===== config.mk =====
export PLATFORM = sky130hd
export DESIGN_NAME = output_port_arbiter
export DESIGN_NICKNAME = d
export VERILOG_FILES = /design/src/rtl/router_pkg.sv /design/src/rtl/rr_arbiter.sv /design/src/rtl/output_port_arbiter.sv
export SDC_FILE = /design/constraint.sdc
export NUM_CORES = 1
export LEC_CHECK = 0
export BUFFER_PORTS_ARGS = -buffer_cell sky130_fd_sc_hd__buf_4
export CORE_AREA = 2 2 156 158
export CTS_CLUSTER_DIAMETER = 100
export CTS_CLUSTER_SIZE = 8
export DETAILED_ROUTE_END_ITERATION = 6
export DIE_AREA = 0 0 158 160
export PLACE_DENSITY_LB_ADDON = 0.12
export SYNTH_ARGS = -nofsm -noshare
export SYNTH_HDL_FRONTEND = slang
export SYNTH_HIERARCHICAL = 1
export SYNTH_SLANG_ARGS = --single-unit

===== constraint.sdc =====
create_clock -name clk -period 7.2 [get_ports clk]
set_input_delay 1.44 -clock clk [delete_from_list [all_inputs] [get_ports clk]]
set_output_delay 1.44 -clock clk [all_outputs]
set_load 0.005 [all_outputs]

===== src/rtl/router_pkg.sv =====
// Constants shared by the router's routing units, input buffers and output arbiters.
package router_pkg;

    localparam int DATA_WIDTH = 64;
    localparam int NUM_PORTS  = 5;

    localparam int PORT_L  = 0;
    localparam int PORT_R  = 1;
    localparam int PORT_U  = 2;
    localparam int PORT_D  = 3;
    localparam int PORT_PE = 4;

    typedef enum logic {
        ST_EMPTY = 1'b0,
        ST_FULL  = 1'b1
    } oport_state_e;

endpackage


===== src/rtl/rr_arbiter.sv =====
// Combinational round-robin selector: first set request at or above ptr, wrapping.
module rr_arbiter #(
    parameter int NUM_REQ = 5,
    parameter int PTR_W   = $clog2(NUM_REQ)
) (
    input  logic [NUM_REQ-1:0] req,
    input  logic [PTR_W-1:0]   ptr,
    output logic [NUM_REQ-1:0] gnt,
    output logic [PTR_W-1:0]   idx,
    output logic               any
);

    localparam logic [PTR_W-1:0] LAST = PTR_W'(NUM_REQ - 1);

    logic [PTR_W-1:0] cand;

    // Walk NUM_REQ candidates starting at ptr; wrap is an explicit compare so
    // non-power-of-two requester counts never visit unused indices.
    always_comb begin
        gnt  = '0;
        idx  = '0;
        any  = 1'b0;
        cand = ptr;
        for (int k = 0; k < NUM_REQ; k++) begin
            if (!any && req[cand]) begin
                any      = 1'b1;
                gnt[cand] = 1'b1;
                idx      = cand;
            end
            cand = (cand == LAST) ? '0 : cand + PTR_W'(1);
        end
    end

endmodule


===== src/rtl/output_port_arbiter.sv =====
// Per-output-port round-robin arbiter feeding a single-entry output register
// with send/ready handshake and bypass-on-drain for 1 flit/cycle throughput.
module output_port_arbiter
    import router_pkg::*;
#(
    parameter int DATA_WIDTH = router_pkg::DATA_WIDTH,
    parameter int NUM_REQ    = router_pkg::NUM_PORTS,
    parameter int RR_INIT    = 0
) (
    input  logic                          clk,
    input  logic                          reset,
    input  logic [NUM_REQ-1:0]            reqIn,
    input  logic [NUM_REQ*DATA_WIDTH-1:0] dataIn,
    output logic [NUM_REQ-1:0]            gntOut,
    output logic                          sendOut,
    output logic [DATA_WIDTH-1:0]         dataOut,
    input  logic                          readyIn,
    output logic                          busyOut
);

    localparam int PTR_W = $clog2(NUM_REQ);
    localparam logic [PTR_W-1:0] LAST     = PTR_W'(NUM_REQ - 1);
    localparam logic [PTR_W-1:0] PTR_INIT = PTR_W'(RR_INIT);

    oport_state_e          state_q, state_d;
    logic [PTR_W-1:0]      rr_ptr_q, rr_ptr_d;
    logic                  send_q, send_d;
    logic [DATA_WIDTH-1:0] data_q, data_d;

    logic                  cap;
    logic                  grant;
    logic [NUM_REQ-1:0]    arb_gnt;
    logic [PTR_W-1:0]      arb_idx;
    logic                  arb_any;
    logic [DATA_WIDTH-1:0] win_data;

    rr_arbiter #(
        .NUM_REQ (NUM_REQ),
        .PTR_W   (PTR_W)
    ) u_rr_arbiter (
        .req (reqIn),
        .ptr (rr_ptr_q),
        .gnt (arb_gnt),
        .idx (arb_idx),
        .any (arb_any)
    );

    // A full register that drains this cycle frees its slot for a same-cycle capture.
    assign cap     = (state_q == ST_EMPTY) || (send_q && readyIn);
    assign grant   = cap && arb_any && !reset;
    assign gntOut  = grant ? arb_gnt : '0;
    assign busyOut = ~cap;
    assign sendOut = send_q;
    assign dataOut = data_q;

    always_comb begin
        win_data = '0;
        for (int i = 0; i < NUM_REQ; i++) begin
            if (arb_gnt[i]) begin
                win_data = dataIn[i*DATA_WIDTH +: DATA_WIDTH];
            end
        end
    end

    always_comb begin
        state_d  = state_q;
        rr_ptr_d = rr_ptr_q;
        send_d   = send_q;
        data_d   = data_q;
        case (state_q)
            ST_EMPTY: begin
                if (grant) begin
                    state_d = ST_FULL;
                end
            end
            ST_FULL: begin
                if (send_q && readyIn && !grant) begin
                    state_d = ST_EMPTY;
                end
            end
            default: state_d = ST_EMPTY;
        endcase
        if (grant) begin
            data_d   = win_data;
            send_d   = 1'b1;
            rr_ptr_d = (arb_idx == LAST) ? '0 : arb_idx + PTR_W'(1);
        end else if (send_q && readyIn) begin
            send_d = 1'b0;
        end
    end

    always_ff @(posedge clk) begin
        if (reset) begin
            state_q  <= ST_EMPTY;
            rr_ptr_q <= PTR_INIT;
            send_q   <= 1'b0;
            data_q   <= '0;
        end else begin
            state_q  <= state_d;
            rr_ptr_q <= rr_ptr_d;
            send_q   <= send_d;
            data_q   <= data_d;
        end
    end

    a_gnt_onehot: assert property (@(posedge clk) $onehot0(gntOut));
    a_gnt_needs_cap: assert property (@(posedge clk) !cap |-> (gntOut == '0));

endmodule

# Word-level counts from Yosys, hierarchy flattened
# Cells that the tools add are included.
[op_classes]
add_sub_neg = 5
order_cmp = 10
n_eq_ne = 5
muxes = 51
bitwise = 6
n_reduce_logical = 21
[ops]
columns = ["cell", "n"]
rows = [
  ["2-to-1 mux 64 bit", 5],
  ["2-to-1 mux 3 bit", 10],
  ["2-to-1 mux 5 bit", 6],
  ["< comparator 3 x 4 -> 1 bit (second input constant)", 5],
  ["OR 5 bit", 4],
  ["2-to-1 mux 1 bit", 19],
  ["adder 3 x 1 -> 3 bit (second input constant)", 5],
  ["binary-select mux 1 bit (select 3 bit)", 5],
  ["demux 1 bit (select 3 bit)", 5],
  ["== test 3 bit (second input constant)", 5],
  [">= comparator 3 x 1 -> 1 bit (second input constant)", 5],
  ["logical AND 1 bit", 13],
  ["logical NOT 1 bit", 6],
  ["NOT 1 bit", 2],
  ["case mux 1 bit (2 select lines)", 1],
  ["nonzero test 2 bit", 1],
  ["logical OR 1 bit", 1],
]
[word_totals]
regBits = 69
inputBits = 328
out_inout_bits = 71
word_cells = 102

# Depth between registers and ports, before layout
[depth]
word_depth = 21
mapped_depth = 25

# Hierarchy
# Netlist, hierarchy kept.
[modules_own_cells]
columns = ["mod", "n_inst", "cells_each", "area_each_um2"]
rows = [
  ["output_port_arbiter", 1, 500, 4389.2],
  ["rr_arbiter", 1, 148, 1068.5],
]

# Worst setup path after synthesis
# Ideal clock, no wire load.
[synth_path]
path_type = "reg-to-output"
startpoint = "register rr_ptr_q[0]"
endpoint = "output port gntOut[1]"
t_arrival_ns = 5.182
setup_slack_ns = 0.578
path_stages_with_launch = 23
path_cell_list = "dfxtp_1 -> clkbuf_1 -> clkbuf_1 -> inv_1 -> ha_1 -> a21oi_1 -> inv_1 -> ha_1 -> o21ai_0 -> a22o_1 -> inv_1 -> buf_2 -> ha_1 -> inv_1 -> a211oi_1 -> mux2_2 -> a222oi_1 -> nand4b_1 -> nor4b_1 -> a211o_1 -> buf_2 -> clkbuf_1 -> nor3b_1"
[synth_between]
word_cells_on_any_way = 72
[synth_lines]
columns = ["item", "line_no", "source"]
rows = [
  ["start: declaration", "output_port_arbiter.sv:26", "logic [PTR_W-1:0] rr_ptr_q, rr_ptr_d;"],
  ["start signal: assignment", "output_port_arbiter.sv:100", "rr_ptr_q <= rr_ptr_d;"],
  ["parallel branches: the longest is 14 deep, another holds < comparator 3 x 4 -> 1 bit", "--", ""],
  ["2-to-1 mux 5 bit *", "rr_arbiter.sv:25", "if (!any && req[cand]) begin"],
  ["named net arb_gnt[1]", "output_port_arbiter.sv:32", "logic [NUM_REQ-1:0] arb_gnt;"],
  ["2-to-1 mux 5 bit *", "output_port_arbiter.sv:51", "assign gntOut = grant ? arb_gnt : '0;"],
  ["end: declaration", "output_port_arbiter.sv:14", "output logic [NUM_REQ-1:0] gntOut,"],
]
# Mark *: on every way through the listed nets, which the timed path passes. The select of a mux whose other input is x is not followed.

# Worst setup path after layout
[layout_path]
startpoint = "register rr_ptr_q[1]"
endpoint = "output port gntOut[3]"
# The elaborated chain is that of the path after synthesis.

==> results.toml <==
[run_status]
status = "completed"

[die]
placementRows = 57
core_um2 = 23800
start_util = 0.229
die_x_um = 158
dieHeight_um = 160
die_area_um2 = 25300
ios = 399

[logic_synthesis]
ys_seq_area_frac = 0.253
synth_edf_count = 0
synth_top_area_frac = 0.253
synth_nets = 985
synth-seq-cells = 69
synth_area_per_cell_um2 = 8.42
synth_area_um2 = 5460
synth_cell_types = 70
synthTopCellsByCount = "nor3_1, dfxtp_1, nor3b_1"
yosys_warnings = 6
ys.flop_type = "dfxtp_1"
yosysMostFrequentCell = "nor3_1"
yosys.area.top_type = "dfxtp_1"
syn_inst = 648
synth_area_leaders = "dfxtp_1, a221oi_1, nor3b_1"
async_flop_share = 0

[pwr]
p_int_mw = 2.19
power_density_nw_per_um2 = 477
pwr-share-seq = 0.126
clockPowerShare = 0.120
peakVddDrop_uv = 249
power_mw = 4.30
power_switching_mw = 2.11
power_leakage_nw = 3.79
swShare = 0.491
combPwrFrac = 0.754

[global_routing]
track_usage = 0.210
grt_pass1_vias = 7024
grt_max_degree = 78
grt_pass1_wl_um = 40800
antenna_found_initial = 1
grt.overflow.total = 0

[clocking]
clock_latency_ps = 340
root_buffer = "clkbuf_16"
cts_tree = "built"
cts_num_sinks = 69
cts_buffers = 9
cts_hold_buf = 0
clk_pin_slew_worst_paths_ps = 70
postCtsSetupRepairBufs = 0
h-tree-depth = 3
clock_tree.buffer_depth = 2
cts_resized = 0

[layout]
area_growth_pct = 65.2
drive_gt1_frac = 0.489
stdcell_area_um2 = 9020
layout.nets = 1333
nFillCells = 2530

[critical_path]
crit_path_start_kind = "flop"
crit_type = "flop to output port"
cp_max_fo = 9
cp.arrival_ps = 4900
crit_path_end_kind = "output port"
required_ps = 5760

[drt]
routedWlPerCell_um = 21.1
postRouteAntennaNets = 0
wl_um = 28000
vias = 7103
drc_errors = 0
drt-initial-drc-count = 450
via_per_inst = 5.36
firstDrtPassIters = 5

[sta]
finalMaxSlewViolations = 0
final-hold-violation-count = 0
maxSlewHeadroom = 0.387
min_period_ps = 6340
finalCritPeriodShare = 0.880
worstMarginPinSlew_ps = 905
fin_worst_skew_ps = 9.87
setup_tns_ps = 0
setup_viol = 0
timing.fmax_ghz = 0.158
rsz0062_at_grt = "no"
hold_slack_ps = 516

[worst_hold_path]
hp-class = "flop to flop"

[place]
dp_hpwl_um = 21200
placed_area_um2 = 8680
port_buffers = 398
routabilityCongestion = 0.834

[job]
max-cap-violations = 0
## cells by family (layout without fill, tap and decap cells)
family / Yosys count / count (layout) / synth area share
AO/OA/AOI/OAI: 254 / 254 / 0.388
AND/OR/NAND/NOR: 211 / 211 / 0.239
multiplexers: 8 / 8 / 0.0181
buffers and inverters: 97 / 450 / 0.0809
other: 0 / 1 / 0
flip-flops: 69 / 69 / 0.253
adder cells (fa/ha/maj): 9 / 9 / 0.0206
## layout make-up
class / count / area [um2] / area share
multi-input combinational: 482 / 3660 / 0.406
clock buffer: 10 / 239 / 0.0265
inverter: 17 / 63.8 / 0.00708
clock inverter: 6 / 93.8 / 0.0104
antenna: 1 / 2.50 / 0.000277
tap: 324 / 405 / 0.0450
timing repair buffer: 417 / 3170 / 0.351
sequential: 69 / 1380 / 0.153
## path summary, 6_finish.rpt
check	slack [ps]	end	startpoint	cells past startpoint
max	860	gntOut[3]	rr_ptr_q[1]$_SDFFE_PP0P_	20
min	520	sendOut$_SDFFE_PP0P_	sendOut$_SDFFE_PP0P_	2
max reg2reg	1320	dataOut[10]$_SDFFE_PP0P_	rr_ptr_q[1]$_SDFFE_PP0P_	22
min reg2reg	520	sendOut$_SDFFE_PP0P_	sendOut$_SDFFE_PP0P_	2
## cells in the final DEF (no fill, tap or decap), types with 3 or more instances in the layout
| cell | Yosys | final |
|---|---|---|
| buf_4 | 1 | 414 |
| nor3_1 | 70 | 70 |
| dfxtp_1 | 69 | 69 |
| nor3b_1 | 67 | 67 |
| a221oi_1 | 63 | 63 |
| o22ai_1 | 63 | 63 |
| a311o_1 | 32 | 32 |
| a311o_2 | 31 | 31 |
| inv_1 | 17 | 16 |
| nand2_1 | 14 | 14 |
| a21oi_1 | 11 | 11 |
| o21ai_0 | 9 | 9 |
| ha_1 | 9 | 9 |
| clkbuf_16 | 0 | 9 |
| nor2_1 | 8 | 8 |
| nand3_1 | 7 | 7 |
| mux2_2 | 5 | 5 |
| nand2b_1 | 5 | 4 |
| a211oi_1 | 4 | 4 |
| nor4_1 | 4 | 4 |
| o41ai_1 | 4 | 4 |
| nor2b_4 | 0 | 3 |
| and2_1 | 3 | 3 |
| or2_2 | 2 | 3 |
| nand3b_1 | 3 | 3 |
| o211ai_1 | 3 | 3 |
| buf_12 | 0 | 3 |
| nand4_1 | 3 | 3 |
| and4_1 | 3 | 3 |
| nand4b_1 | 3 | 3 |
| a41oi_1 | 3 | 3 |
## metal layers
| layer | vias to the layer above | GRT usage | part of all wire |
|---|---|---|---|
| li1 | 3408 | - | - |
| met1 | 3347 | 0.260 | 0.40 |
| met2 | 309 | 0.364 | 0.50 |
| met3 | 39 | 0.0399 | 0.073 |
| met4 | 0 | 0.0696 | 0.025 |
| met5 | - | 0 | 0 |
## sequential cells by signal (all words and copies together), names as in the netlist
register and cells:
sendOut 1, state_q 1, rr_ptr_q 3, dataOut 64
## power by group through the flow
stage / Clock, mW / Sequential, mW / Combinational, mW
after CTS: 0.530 / 0.543 / 3.26
after floorplan: 0 / 0.554 / 2.23
after detailed placement: 0 / 0.551 / 3.26
after global routing: 0.546 / 0.554 / 3.55
final: 0.516 / 0.543 / 3.24
after global placement: 0 / 0.548 / 3.27
## worst max-delay path, cell delays in order (launching register included)
cell and delay (ps):
dfxtp_1 510, inv_1 140, ha_1 260, a21oi_1 160, buf_4 170, inv_1 70, ha_1 230, o21ai_0 170
a22o_1 240, inv_1 60, ha_1 360, inv_1 200, a211oi_1 70, mux2_2 280, a222oi_1 400, nand4b_1 260
or2_2 370, o221ai_2 220, inv_2 60, nor3_1 190, buf_4 140
## per-stage QoR
stage	cells	setup WS, ps	utilization
after CTS	1325	899	0.379
after detailed placement	1309	1300	0.365
final	1326	861	0.379
after global placement	1309	1330	0.365
after floorplan	648	578	-
after global routing	1326	465	0.379
Power figures use the tool's default switching activity.
